## src/rtl/lsu_pkg.sv

```systemverilog
// Shared types and constants for the load/store unit.
package lsu_pkg;

  localparam int unsigned XLEN   = 32;
  localparam int unsigned STRB_W = XLEN / 8;

  localparam logic [XLEN-1:0] SZ_B = 32'd1;
  localparam logic [XLEN-1:0] SZ_H = 32'd2;
  localparam logic [XLEN-1:0] SZ_W = 32'd4;

  typedef enum logic [2:0] {
    IDLE,
    REQ,
    WAIT,
    RESP,
    ERR
  } lsu_state_e;

endpackage

```

## src/rtl/lsu_lane_align.sv

```systemverilog
// Byte-lane steering: store strobes/replication, alignment checks and load extraction.
module lsu_lane_align
  import lsu_pkg::*;
(
  input  logic [1:0]        addr_lo,
  input  logic [XLEN-1:0]   width,
  input  logic [XLEN-1:0]   wdata,
  input  logic [XLEN-1:0]   rdata,
  output logic [STRB_W-1:0] wstrb,
  output logic [XLEN-1:0]   wdata_lanes,
  output logic              bad_width,
  output logic              misalign,
  output logic [XLEN-1:0]   load_data
);

  logic [XLEN-1:0] shifted;

  always_comb begin
    shifted     = rdata >> {addr_lo, 3'b000};
    wstrb       = '0;
    wdata_lanes = wdata;
    bad_width   = 1'b0;
    misalign    = 1'b0;
    load_data   = shifted;
    case (width)
      SZ_B: begin
        wstrb       = 4'b0001 << addr_lo;
        wdata_lanes = {4{wdata[7:0]}};
        load_data   = {24'd0, shifted[7:0]};
      end
      SZ_H: begin
        wstrb       = 4'b0011 << addr_lo;
        wdata_lanes = {2{wdata[15:0]}};
        misalign    = addr_lo[0];
        load_data   = {16'd0, shifted[15:0]};
      end
      SZ_W: begin
        wstrb    = 4'b1111;
        misalign = |addr_lo;
      end
      default: bad_width = 1'b1;
    endcase
  end

endmodule

```

## src/rtl/lsu_mem_access.sv

```systemverilog
// Multi-cycle load/store unit: one access in flight between execute and the data bus.
module lsu_mem_access
  import lsu_pkg::*;
#(
  parameter int unsigned TIMEOUT_CYC = 256,
  parameter int unsigned CNT_W       = 9
) (
  input  logic              clk,
  input  logic              rst_n,
  input  logic              req_valid,
  output logic              req_ready,
  input  logic              req_we,
  input  logic [XLEN-1:0]   req_addr,
  input  logic [XLEN-1:0]   req_wdata,
  input  logic [XLEN-1:0]   req_width,
  output logic              rsp_valid,
  output logic [XLEN-1:0]   rsp_rdata,
  output logic              rsp_err,
  output logic              mem_req,
  output logic              mem_we,
  output logic [XLEN-1:0]   mem_addr,
  output logic [XLEN-1:0]   mem_wdata,
  output logic [STRB_W-1:0] mem_wstrb,
  input  logic              mem_gnt,
  input  logic              mem_rvalid,
  input  logic [XLEN-1:0]   mem_rdata
);

  lsu_state_e        state, next_state;
  logic [1:0]        addr_lo_q;
  logic [XLEN-1:0]   width_q;
  logic              we_q;
  logic [CNT_W-1:0]  cnt;
  logic              accept;

  logic [1:0]        sel_addr_lo;
  logic [XLEN-1:0]   sel_width;
  logic [STRB_W-1:0] lane_wstrb;
  logic [XLEN-1:0]   lane_wdata;
  logic              bad_width;
  logic              misalign;
  logic [XLEN-1:0]   load_data;

  // Lane logic sees the live request while idle, the captured access otherwise.
  assign sel_addr_lo = (state == IDLE) ? req_addr[1:0] : addr_lo_q;
  assign sel_width   = (state == IDLE) ? req_width     : width_q;
  assign accept      = req_valid & req_ready;

  lsu_lane_align u_lane_align (
    .addr_lo     (sel_addr_lo),
    .width       (sel_width),
    .wdata       (req_wdata),
    .rdata       (mem_rdata),
    .wstrb       (lane_wstrb),
    .wdata_lanes (lane_wdata),
    .bad_width   (bad_width),
    .misalign    (misalign),
    .load_data   (load_data)
  );

  always_comb begin
    next_state = state;
    case (state)
      IDLE: if (accept) next_state = (misalign | bad_width) ? ERR : REQ;
      REQ:  if (mem_gnt) next_state = WAIT;
      WAIT: begin
        if (mem_rvalid) next_state = RESP;
        else if (cnt == CNT_W'(TIMEOUT_CYC - 1)) next_state = ERR;
      end
      RESP:    next_state = IDLE;
      ERR:     next_state = IDLE;
      default: next_state = IDLE;
    endcase
  end

  always_ff @(posedge clk or negedge rst_n) begin
    if (!rst_n) begin
      state     <= IDLE;
      req_ready <= 1'b1;
      rsp_valid <= 1'b0;
      rsp_err   <= 1'b0;
      rsp_rdata <= '0;
      mem_req   <= 1'b0;
      mem_we    <= 1'b0;
      mem_addr  <= '0;
      mem_wdata <= '0;
      mem_wstrb <= '0;
      addr_lo_q <= '0;
      width_q   <= '0;
      we_q      <= 1'b0;
      cnt       <= '0;
    end else begin
      state     <= next_state;
      req_ready <= (next_state == IDLE);
      mem_req   <= (next_state == REQ);
      rsp_valid <= 1'b0;
      rsp_err   <= 1'b0;
      if (accept) begin
        addr_lo_q <= req_addr[1:0];
        width_q   <= req_width;
        we_q      <= req_we;
      end
      if (accept && next_state == REQ) begin
        mem_we    <= req_we;
        mem_addr  <= {req_addr[XLEN-1:2], 2'b00};
        mem_wdata <= lane_wdata;
        mem_wstrb <= req_we ? lane_wstrb : '0;
      end
      if (state == REQ && mem_gnt) cnt <= '0;
      else if (state == WAIT && !mem_rvalid) cnt <= cnt + CNT_W'(1);
      if (state == WAIT && mem_rvalid) begin
        rsp_valid <= 1'b1;
        rsp_rdata <= we_q ? '0 : load_data;
      end
      if (state == ERR) begin
        rsp_valid <= 1'b1;
        rsp_err   <= 1'b1;
        rsp_rdata <= '0;
      end
    end
  end

endmodule

```

## config.mk

```make
export PLATFORM = sky130hd
export DESIGN_NAME = lsu_mem_access
export DESIGN_NICKNAME = d
export VERILOG_FILES = /design/src/rtl/lsu_pkg.sv /design/src/rtl/lsu_lane_align.sv /design/src/rtl/lsu_mem_access.sv
export SDC_FILE = /design/constraint.sdc
export NUM_CORES = 1
export LEC_CHECK = 0
export ABC_AREA = 0
export BUFFER_PORTS_ARGS = -buffer_cell sky130_fd_sc_hd__buf_2
export CORE_MARGIN = 2
export CORE_UTILIZATION = 35
export DETAILED_ROUTE_END_ITERATION = 7
export PLACE_DENSITY = 0.68
export SETUP_SLACK_MARGIN = 0.2
export SLEW_MARGIN = 5
export SYNTH_ARGS = -nofsm -noshare
export SYNTH_HDL_FRONTEND = slang
export SYNTH_SLANG_ARGS = --single-unit
```

## constraint.sdc

```tcl
create_clock -name clk -period 6 [get_ports clk]
set_clock_uncertainty 0.15 [all_clocks]
set_input_delay 0.3 -clock clk [delete_from_list [all_inputs] [get_ports clk]]
set_output_delay 0.3 -clock clk [all_outputs]
set_load 0.005 [all_outputs]
```

* Word level (Yosys, flattened, before mapping)
Cells that the tools add are included.
** Storage, ports and cells
- Bits in registers :: 150
- Output and inout port bits :: 105
- Logic and storage cells :: 61
** Cells by class
- Add/subtract/negate cells :: 1
- Eq/ne operators :: 8
- Shift operators :: 3
- Mux-type cells :: 22
- Bitwise logic cells :: 2
- Reductions and logical operators :: 11
** Operator list (number)
- 2-to-1 mux 32 bit :: 4
- one-hot mux 32 bit (2 select lines) :: 2
- == test 32 x 1 -> 1 bit (second input constant) :: 1
- == test 32 x 2 -> 1 bit (second input constant) :: 1
- == test 32 x 3 -> 1 bit (second input constant) :: 1
- right shift 32 x 5 -> 32 bit :: 1
- 2-to-1 mux 9 bit :: 2
- 2-to-1 mux 3 bit :: 5
- one-hot mux 4 bit (3 select lines) :: 1
- adder 9 x 1 -> 9 bit (second input constant) :: 1
- == test 9 x 8 -> 1 bit (second input constant) :: 1
- one-hot mux 3 bit (3 select lines) :: 1
- == test 3 x 1 -> 1 bit (second input constant) :: 2
- zero test 3 bit :: 2
- logical AND 1 bit :: 4
- 2-to-1 mux 1 bit :: 4
- 2-to-1 mux 4 bit :: 1
- nonzero test 2 bit :: 2
- << shifter 1 x 2 -> 4 bit (first input constant) :: 1
- << shifter 2 x 2 -> 4 bit (first input constant) :: 1
- == test 3 x 2 -> 1 bit (second input constant) :: 1
- == test 3 bit (second input constant) :: 1
- OR reduction 3 bit :: 1
- 2-to-1 mux 2 bit :: 1
- other kinds (5) :: 5

* Depth between registers and ports, before layout
Gate-level depths: netlist of run 1.
- Depth in word-level cells :: 11
- Depth in mapped cells :: 10
- Mapped depth without buffers :: 7

* Hierarchy
Synthesis of run 1 repeated with hierarchy kept, for this count alone.
** Unflattened totals
- Cell total of the unflattened synthesis :: 614
- Area total of the unflattened synthesis :: 7581.0 µm²
** By module, submodules not included
- lsu_mem_access :: times used 1, cells each 420, area each 6143.4 µm², seq. area each 3754.9 µm²
- lsu_lane_align :: times used 1, cells each 194, area each 1437.6 µm², seq. area each 0.0 µm²

* Worst setup path before layout of run 1
No wires, ideal clock.
- Path kind :: register -> register
- Start :: register state[2]
- End :: register mem_addr[10]
- Library setup time :: 0.127 ns
- Arrival :: 2.667 ns
- Path slack :: 3.056 ns
- Cell stages (with the launch flop) :: 10
- Path buffers :: 3
- Clock period less this slack :: 2.944 ns
- Cell sequence :: dfrtp_1 -> buf_4 -> nor3_4 -> mux2i_2 -> o211ai_1 -> a311oi_2 -> o21a_1 -> buf_6 -> buf_6 -> mux2_1
** Between the ends
- Cells in the longest elaborated chain, start to end :: 11
- Elaborated cells between the ends (all ways) :: 21
- Classes of those cells :: eq/ne (6); mux (10); bitwise (1); reduce/logical (4)
** RTL lines
- start: declaration :: line lsu_mem_access.sv:29 : lsu_state_e state, next_state;
- start signal: assignment :: line lsu_mem_access.sv:93 : state <= next_state;
- zero test 3 bit :: line lsu_mem_access.sv:45, lsu_mem_access.sv:46, lsu_mem_access.sv:63
- 2-to-1 mux 32 bit :: line lsu_mem_access.sv:46 : assign sel_width = (state == IDLE) ? req_width : width_q;
- == test 32 x 3 -> 1 bit, or another cell as far along :: line lsu_lane_align.sv:25 : case (width)
- OR reduction 3 bit (no line)
- 2-to-1 mux 1 bit :: line lsu_lane_align.sv:25
- OR 1 bit :: line lsu_mem_access.sv:64 : IDLE: if (accept) next_state = (misalign | bad_width) ? ERR : REQ;
- 2-to-1 mux 3 bit (2 in a row) :: line lsu_mem_access.sv:64
- one-hot mux 3 bit (3 select lines) (*) :: line lsu_mem_access.sv:63 : case (state)
- == test 3 x 1 -> 1 bit (*) :: line lsu_mem_access.sv:103 : if (accept && next_state == REQ) begin
- logical AND 1 bit (*) :: line lsu_mem_access.sv:103
- end signal: assignment :: line lsu_mem_access.sv:105 : mem_addr <= {req_addr[XLEN-1:2], 2'b00};
- end: declaration :: line lsu_mem_access.sv:21 : output logic [XLEN-1:0] mem_addr,
Every way passes the cells marked *; elsewhere a longest branch is shown, timed or not.
A chain may end at the register's enable or synchronous reset.

* Worst setup path in the final report of run 1
- Start :: register state[1]
- End :: register mem_wdata[20]
** Between the ends
- Cells in the longest elaborated chain, start to end :: 11
- Elaborated cells between the ends (all ways) :: 22
- Classes of those cells :: eq/ne (6); mux (11); bitwise (1); reduce/logical (4)
** RTL lines
- zero test 3 bit :: line lsu_mem_access.sv:45, lsu_mem_access.sv:46, lsu_mem_access.sv:63
- 2-to-1 mux 32 bit :: line lsu_mem_access.sv:46
- == test 32 x 3 -> 1 bit, or another cell as far along :: line lsu_lane_align.sv:25
- OR reduction 3 bit (no line)
- 2-to-1 mux 1 bit :: line lsu_lane_align.sv:25
- OR 1 bit :: line lsu_mem_access.sv:64
- 2-to-1 mux 3 bit (2 in a row) :: line lsu_mem_access.sv:64
- one-hot mux 3 bit (3 select lines) :: line lsu_mem_access.sv:63
- == test 3 x 1 -> 1 bit :: line lsu_mem_access.sv:103
- logical AND 1 bit :: line lsu_mem_access.sv:103
- end signal: assignment :: line lsu_mem_access.sv:106 : mem_wdata <= lane_wdata;
- end: declaration :: line lsu_mem_access.sv:22 : output logic [XLEN-1:0] mem_wdata,
Several ways; a longest one is shown, not always the timed one.

==> results.toml, run 1 <==
[outcome]
status = "complete, no violations"

[setup_path]
crit_top_cell = "buf_4"
path_cells = "nor3_4, mux2i_4, buf_4, o211ai_1, a311oi_2, o21a_2, buf_4, mux2_1"
cpPeakStageDelay_ps = 610
crit_arrival_ps = 4060
reg2reg_depth = 8
start_kind = "flip-flop"
critPathKind = "reg -> reg"
worstPathRequired_ps = 6140
slowest_stage = "o21a_2"
crit_fanout = 27
worstSetupEndpointType = "flip-flop"

[detailed_routing]
drtIter0Drc = 209
drt_first_pass_iters = 4
drt_wl_total_um = 19700
num_vias = 5746
drt-wirelength-per-cell_um = 17.0
drt-vias-per-instance = 4.94
ant_nets = 0
detail_route.drc_violations = 0

[cells_and_area]
nNetsFinal = 1020
n_antenna_cell = 0
drive_gt1_share_pct = 38.1
design_area_sq_mm = 0.00972
regArea_sq_mm = 0.00375
fillers = 1736
area_growth_pct = 39.8
layout_common_cells = "235 x buf_2, 149 x dfrtp_1, 76 x dlygate4sd3_1, 60 x mux2_1, 51 x nand2_1"
layout_commonest_cell = "buf_2"
multi_input_area_sq_mm = 0.00298

[yosys]
synth_edf_count = 0
yosysWarningCount = 0
synthDistinctLibCells = 57
yosysTopAreaCell = "dfrtp_1"
yosysSeqAreaShare_pct = 54.0
synth_top_area_share_pct = 53.6
ys_ff_latch = 150
synth.avg_cell_area_sq_um = 12.1
syn-cell-area_sq_mm = 0.00695
synthCells = 577
synthTopCellsByArea = "dfrtp_1 54%, mux2_1 9.7%, mux2_2 7.1%"
async_reset_ff_share_pct = 100
yosys_most_used_dff = "dfrtp_1"

[sta]
min_period_over_period_pct = 65.2
setup_ws_ps = 2090
rsz0062_at_grt = "false"
fin_tns_setup_ps = 0
final-hold-violation-count = 0
slew_headroom_pct = 35.7
report.final.slew_viol_count = 0
min_period_ps = 3910
final-setup-viol-count = 0
tightest_slew_ps = 952
clock.fmax_mhz = 256

[clocking]
cts_setup_buffers = 0
cts_sinks = 150
cts_tree = "done"
clkTransAtPathRegs_ps = 60
clkLatencyLatePin_ps = 420
cts.root.buffer_cell = "clkbuf_16"
clockBufferDepth = 2
cts-resized-gates = 0
cts_buffers = 17
htreeDepth = 4

[placed_design]
dpl-instance-area_sq_mm = 0.00838
place.detailed.hpwl_um = 13700
gp_congestion = 0.865
portBuffers = 236
pre_cts_ws_ps = 2060

[worst_hold_path]
min_path_type = "in -> reg"
hold_depth = 2

[power]
p_leak_nw = 4.89
ir_drop_uv = 215
power_mw = 3.91
powerDensity_mw_per_mm2 = 402

[die]
placementRows = 51
core-area_sq_mm = 0.0195
fp.dieH_um = 145
die_w_um = 145
start_util_pct = 35.7
dieArea_sq_mm = 0.0210
io_pins = 239

[global_routing]
track_usage_pct = 19.2
antenna_found_initial = 1
grt_pass1_wl_um = 32400
overflow = 0
grt_pass1_vias = 6083
grt_max_degree = 93

[job]
max_cap_viol_count = 0
-- final timing paths --
| path | start | endpoint | slack, ps |
|---|---|---|---|
| max | state[1] | mem_wdata[20] | 2090 |
| min | req_width[2] | width_q[2] | 20 |
| max reg2reg | state[1] | mem_wdata[20] | 2090 |
| min reg2reg | rsp_rdata[10] | rsp_rdata[10] | 320 |
| max in group asynchronous | rst_n | mem_wdata[11] | 4000 |
| min in group asynchronous | rst_n | mem_addr[12] | 400 |
-- layer usage --
layer,routed length [um],GRT usage [%]
met3,1420,6.32
met1,8080,22.6
met4,346,6.73
met5,12,0
met2,9880,33.1
-- layout make-up --
| class | count | area share, % |
|---|---|---|
| Clock buffer | 17 | 4.38 |
| Clock inverter | 15 | 1.61 |
| Inverter | 13 | 0.502 |
| Multi-Input combinational cell | 380 | 30.7 |
| Sequential cell | 150 | 38.6 |
| Tap cell | 265 | 3.41 |
| Timing Repair Buffer | 322 | 20.8 |
-- flip-flops by register name, indices dropped and copies added (netlist names) --
name       cells
addr_lo_q      2
cnt            9
mem_addr      30
mem_req        1
mem_wdata     32
mem_we         1
mem_wstrb      4
req_ready      1
rsp_err        1
rsp_rdata     32
rsp_valid      1
state          3
we_q           1
width_q       32
-- Yosys cell counts, types with 2 or more instances --
cell and n:
a211oi_1 2, a21o_1 4, a21oi_1 11, a22o_1 9, a31oi_1 3, a32o_1 8, and2_1 2, and3_1 3
buf_1 5, buf_2 3, buf_4 4, buf_6 6, clkbuf_1 17, dfrtp_1 149, ha_1 2, inv_1 13
mux2_1 60, mux2_2 44, mux2i_1 28, nand2_1 51, nand2b_1 3, nand3_1 3, nand4_1 22, nor2_1 28
nor2b_1 2, nor3_1 2, nor4_1 12, nor4b_2 3, o211ai_1 10, o21ai_0 19, o21ai_1 11, o2bb2ai_1 4
or2_2 3, or4_1 2, xnor2_1 3, xor2_1 5
-- worst max-delay path, delay by kind of cell (launching register included) --
| kind | cells | cell delay (ps) |
|---|---|---|
| mux | 2 | 660 |
| flops | 1 | 530 |
| simple gates | 1 | 500 |
| compound gates | 3 | 1150 |
| buf+inv | 2 | 770 |
-- through the flow --
stage               cells  utilization, %  hold WS (ps)
detailed placement   1054            43.1           299
global placement     1054            43.1           301
CTS                  1162            50.0          2.95
floorplan             578               -          -146
global route         1162            50.0          11.4
finish               1162            50.0          21.7
-- kinds of logic after synthesis --
logic type                 count (synthesis)  share of synthesized area [%]
DFF                                      150                           54.0
and+or+nand+nor                          146                           11.1
muxes                                    133                           21.1
AOI/OAI and AO/OA                         89                           8.85
buffers and inverters                     48                           3.51
xor gates and xnor gates                   8                           1.01
adders and majority gates                  2                          0.360
other                                      1                         0.0539
-- what timing repair did --
item                                    CTS  global route
hold buffers                             76             0
hold endpoints to repair                166             0
endpoints found under the setup margin    0             0
-- report_power, final --
part	switching [mW]	internal, mW	leakage, nW	total (mW)
Combinational	0.615	0.626	2.65	1.24
Sequential	0.212	1.40	1.97	1.61
Clock	0.466	0.589	0.278	1.06
Total	1.29	2.61	4.89	3.91
(Power assumes the default switching activity.)
==> inputs of run 2 (changes only) <==
Settings changed: ABC_AREA 0 to 1.
Clock period 6 ns to 3.8 ns, I/O delays scaled along.
==> results.toml, run 2 <==
[setup_path]
reg2reg_depth = 15
worstSetupEndpointType = "flip-flop"
slowest_stage = "dlygate4sd3_1"
crit_top_cell = "nand2_1"
r2r_setup_slack_ps = 500
critPathKind = "reg -> reg"
worstPathRequired_ps = 3970
cpPeakStageDelay_ps = 570
path_cells = "nor2_4, nand2_4, nand2_1, nand2_1, inv_1, nand2_1, nor2_4, nand3_2, nand2_4, clkinvlp_4, nand2_1, nand3_1, dlygate4sd3_1, nand4_1, nand2_1"
start_kind = "flip-flop"
crit_fanout = 15
crit_arrival_ps = 3470

[clocking]
htreeDepth = 4
clkTransAtPathRegs_ps = 70
cts_tree = "done"
clockBufferDepth = 2
cts_sinks = 150
clkLatencyLatePin_ps = 420
cts_buffers = 17
cts.root.buffer_cell = "clkbuf_16"

[die]
dieArea_sq_mm = 0.0221
io_pins = 239
die_w_um = 149
placementRows = 52
start_util_pct = 36.0
core-area_sq_mm = 0.0204
fp.dieH_um = 149

[global_routing]
track_usage_pct = 21.5
grt_pass1_wl_um = 37800
grt_max_degree = 90
antenna_found_initial = 1
grt_pass1_vias = 7498
overflow = 0

[detailed_routing]
drt-vias-per-instance = 4.99
drt-wirelength-per-cell_um = 15.4
num_vias = 7778
detail_route.drc_violations = 0
drt_wl_total_um = 23900
wl_met1_um = 10300
routed-wl-met2_um = 11400
drtIter0Drc = 467
top_layer_used = "met5"
wl_met3_um = 1640
ant_nets = 0
drt_first_pass_iters = 5

[yosys]
synthDistinctLibCells = 35
yosysTopAreaCell = "dfrtp_1"
yosysSeqAreaShare_pct = 51.3
ys_ff_latch = 150
yosys_most_used_dff = "dfrtp_1"
synthCells = 932
yosysWarningCount = 0
synth_common_cells = "351 x nand2_1, 149 x dfrtp_1, 73 x nand4_1"
synth_top_area_share_pct = 50.9
syn-cell-area_sq_mm = 0.00733
synthTopCellsByArea = "dfrtp_1 51%, nand2_1 18%, nand4_1 6.2%"
yosysMostFrequentCell = "nand2_1"
synth.avg_cell_area_sq_um = 7.86
synth_edf_count = 0
async_reset_ff_share_pct = 100

[power]
p_leak_nw = 5.68
ir_drop_uv = 289
powerDensity_mw_per_mm2 = 676
power_mw = 7.12

[placed_design]
place.detailed.hpwl_um = 15100
gp_congestion = 0.820
portBuffers = 236

[cells_and_area]
area_growth_pct = 43.9
largestRegisters = "mem_wdata (32), rsp_rdata (32), width_q (32)"
regArea_sq_mm = 0.00375
nNetsFinal = 1411
multi_input_area_sq_mm = 0.00307
drive_gt1_share_pct = 24.0
layout_common_cells = "350 x nand2_1, 235 x buf_2, 149 x dfrtp_1, 123 x dlygate4sd3_1, 73 x nand4_1"
layout_commonest_cell = "nand2_1"
fillers = 1925

[worst_hold_path]
hold_depth = 3
min_path_type = "in -> reg"

[sta]
slew_headroom_pct = 41.8
fin_tns_setup_ps = 0
tightest_slew_ps = 872
final-setup-viol-count = 0
report.final.slew_viol_count = 0
final-hold-violation-count = 0
rsz0062_at_grt = "false"
clock.fmax_mhz = 303
holdWs_ps = 18.9
min_period_ps = 3300
min_period_over_period_pct = 86.8

[outcome]
status = "complete, no violations"

[job]
max_cap_viol_count = 0
run 2: changes by cell type in the layout (fill, tap and decap cells not counted), sizes merged, moves of 26 or more:
cell	before	now
dlygate4sd3	76	123
inv	23	73
mux2	104	0
mux2i	29	0
nand2	51	357
nand3	3	61
nand4	22	73
nor2	28	54
o21ai	31	59
run 2: final timing paths:
check	startpoint	end
max	state[1]	mem_wdata[25]
min	mem_rdata[23]	rsp_rdata[15]
max reg2reg	state[1]	mem_wdata[25]
min reg2reg	mem_wdata[31]	mem_wdata[31]
max in group asynchronous	rst_n	req_ready
min in group asynchronous	rst_n	mem_wdata[24]
run 2: logic make-up after synthesis:
| logic type | share of synthesized area, % |
|---|---|
| other cells | 0.0512 |
| flops | 51.3 |
| buf+inv | 7.09 |
| compound gates | 8.08 |
| xor+xnor | 0.120 |
| fa+ha+maj | 0.342 |
| simple gates | 33.1 |
run 2: report_power, final:
| group | leakage (nW) | internal [mW] | switching (mW) | total, mW |
|---|---|---|---|---|
| logic | 3.48 | 1.08 | 1.83 | 2.91 |
| registers | 1.93 | 2.26 | 0.369 | 2.63 |
| clock network | 0.268 | 0.851 | 0.735 | 1.59 |
| total | 5.68 | 4.19 | 2.93 | 7.12 |
run 2: repair_timing:
action / 4_1_cts / 5_1_grt
gates resized for setup: 0 / 4
hold buffers: 122 / 1
endpoints found under the hold margin: 201 / 1
endpoints found under the setup margin: 0 / 2
buffers inserted: 0 / 4
run 2: metrics by stage:
step / instance area, sq um / setup slack, ps / cells / util [%]
finish: 10500 / 500 / 1559 / 51.8
global placement: 8710 / 714 / 1399 / 42.8
floorplan: 7330 / 1260 / 933 / -
detailed placement: 8710 / 695 / 1399 / 42.8
global route: 10500 / 227 / 1558 / 51.7
CTS: 10500 / 276 / 1553 / 51.4
run 2: cell type report:
cell class / instances / share of cell area, %
Clock inverter: 15 / 1.16
Multi-Input combinational cell: 662 / 29.2
Sequential cell: 150 / 35.6
Antenna cell: 1 / 0.0237
Inverter: 70 / 2.53
Timing Repair Buffer: 374 / 24.3
Tap cell: 270 / 3.21
Clock buffer: 17 / 4.04
run 2: metal layers:
metal  global-route usage [%]  up-vias
met3                     4.69       50
met2                     35.2      317
met4                     7.05        2
li1                         -     3763
met1                     28.3     3646
met5                        0        -
run 2: critical path: cells and delay by family, from the launching register on:
kind / cells / cell delay (ps)
simple gates: 12 / 1740
buf+inv: 3 / 820
flops: 1 / 480
==> inputs of run 3 (changes only) <==
Settings changed: RECOVER_POWER set to 100, SETUP_SLACK_MARGIN 0.2 to 0.1, SLEW_MARGIN 5 to 0.
==> results.toml, run 3 (same netlist as run 2, synthesis figures left out) <==
[outcome]
status = "finished, violations left"
violations = "max-capacitance violations, max-slew violations"

[sta]
final-setup-viol-count = 0
fin_tns_setup_ps = 0
min_period_over_period_pct = 89.6
min_period_ps = 3400
slew_headroom_pct = -57.5
rsz0062_at_grt = "false"
final-hold-violation-count = 0
report.final.slew_viol_count = 123
tightest_slew_ps = 2360
clock.fmax_mhz = 294
setup_ws_ps = 397

[die]
die_w_um = 149
start_util_pct = 36.0
fp.dieH_um = 149
io_pins = 239
core-area_sq_mm = 0.0204
dieArea_sq_mm = 0.0221
placementRows = 52

[global_routing]
grt_pass1_wl_um = 37800
grt_max_degree = 90
overflow = 0
antenna_found_initial = 1
grt_pass1_vias = 7498
track_usage_pct = 21.5

[worst_hold_path]
min_path_type = "in -> reg"
hold_depth = 3
min_to = "rsp_rdata[15]"
holdCritStartpoint = "mem_rdata[23]"

[cells_and_area]
nNetsFinal = 1411
drive_gt1_share_pct = 18.9
largestRegisters = "mem_wdata (32), rsp_rdata (32), width_q (32)"
layout_common_cells = "351 x nand2_1, 174 x buf_2, 149 x dfrtp_1, 123 x dlygate4sd3_1, 73 x nand4_1"
layout_commonest_cell = "nand2_1"
design_area_sq_mm = 0.0104
area_growth_pct = 42.4

[setup_path]
slowest_stage = "nor3_2"
worstPathRequired_ps = 3990
crit_family = "buffers and inverters"
timing.rr.end = "rsp_rdata[10]"
r2r_setup_slack_ps = 400
critPathKind = "reg -> reg"
cpPeakStageDelay_ps = 600
start_kind = "flip-flop"
crit_arrival_ps = 3590
path_cells = "inv_2, nand3_1, nor2_1, clkinv_1, buf_4, nor3_2, inv_1, a21oi_1, o221ai_1, dlygate4sd3_1, o21ai_0"
worstSetupEndpointType = "flip-flop"
crit_fanout = 35
r2r_start = "state[2]"
reg2reg_depth = 11
crit_buf_inv = 5

[power]
power_mw = 7.05
p_leak_nw = 5.45
powerDensity_mw_per_mm2 = 676
ir_drop_uv = 286

[detailed_routing]
drt_wl_total_um = 24000
ant_nets = 0
num_vias = 7789
drtIter0Drc = 483
drt_first_pass_iters = 5
detail_route.drc_violations = 0
drt-vias-per-instance = 5.00
drt-wirelength-per-cell_um = 15.4

[placed_design]
dpl-instance-area_sq_mm = 0.00871
place.detailed.hpwl_um = 15100
gp_congestion = 0.820
pre_cts_ws_ps = 695
portBuffers = 236

[clocking]
cts_buffers = 17
cts.root.buffer_cell = "clkbuf_16"
htreeDepth = 4
cts_sinks = 150
clkLatencyLatePin_ps = 430
clkTransAtPathRegs_ps = 60
clockBufferDepth = 2
cts_tree = "done"

[job]
max_cap_viol_count = 2
## run 3: changes by cell type in the layout (fill, tap and decap cells not counted), moves of 3 or more
| cell | previous run | this run |
|---|---|---|
| buf_2 | 235 | 174 |
| clkbuf_2 | 0 | 3 |
| buf_4 | 13 | 9 |
| clkbuf_1 | 0 | 62 |
## run 3: layer usage
metal  routed length, um  track usage (%)
met1               10200             28.3
met2               11500             35.2
met3                1760             4.69
met4                 514             7.05
met5                  13                0
## run 3: area by class of cell
class                      instances  area (sq um)
clock buffer                      17           425
sequential                       150          3750
timing repair buffer             374          2460
inverter                          70           267
multi-input combinational        662          3060
clock inverter                    15           123
antenna                            1          2.50
tap                              270           338
fill                            1963          9930
## run 3: worst max path at each step
stage | to | from | cells past startpoint
detailed placement | mem_addr[8] | state[2] | 17
floorplan | mem_wdata[23] | cnt[0] | 14
CTS | mem_wdata[25] | state[2] | 15
global route | mem_wdata[22] | state[2] | 17
finish | rsp_rdata[10] | state[2] | 11
global placement | mem_addr[11] | state[2] | 17
## run 3: through the flow
| step | utilization (%) | cells | hold WS (ps) |
|---|---|---|---|
| global placement | 42.8 | 1399 | 185 |
| global route | 51.2 | 1558 | 22.1 |
| finish | 51.2 | 1559 | 15.3 |
| CTS | 51.4 | 1553 | 0.0890 |
| detailed placement | 42.8 | 1399 | 194 |
| floorplan | - | 933 | -256 |
## run 3: worst min-delay path, stage by stage
cell	delay (ps)
buf_2	110
o22ai_1	170
o31ai_1	80
## run 3: repair_timing
action                                 in CTS  in global routing
buffers inserted                            0                  4
gates resized for setup                     0                  2
hold buffers                              122                  1
endpoints found under the hold margin     201                  1
setup endpoints to repair                   0                  1
## run 3: power by group
group	internal (mW)	total, mW	switching (mW)
Clock	0.851	1.58	0.732
Sequential	2.26	2.63	0.372
Combinational	1.01	2.83	1.83
Total	4.12	7.05	2.93
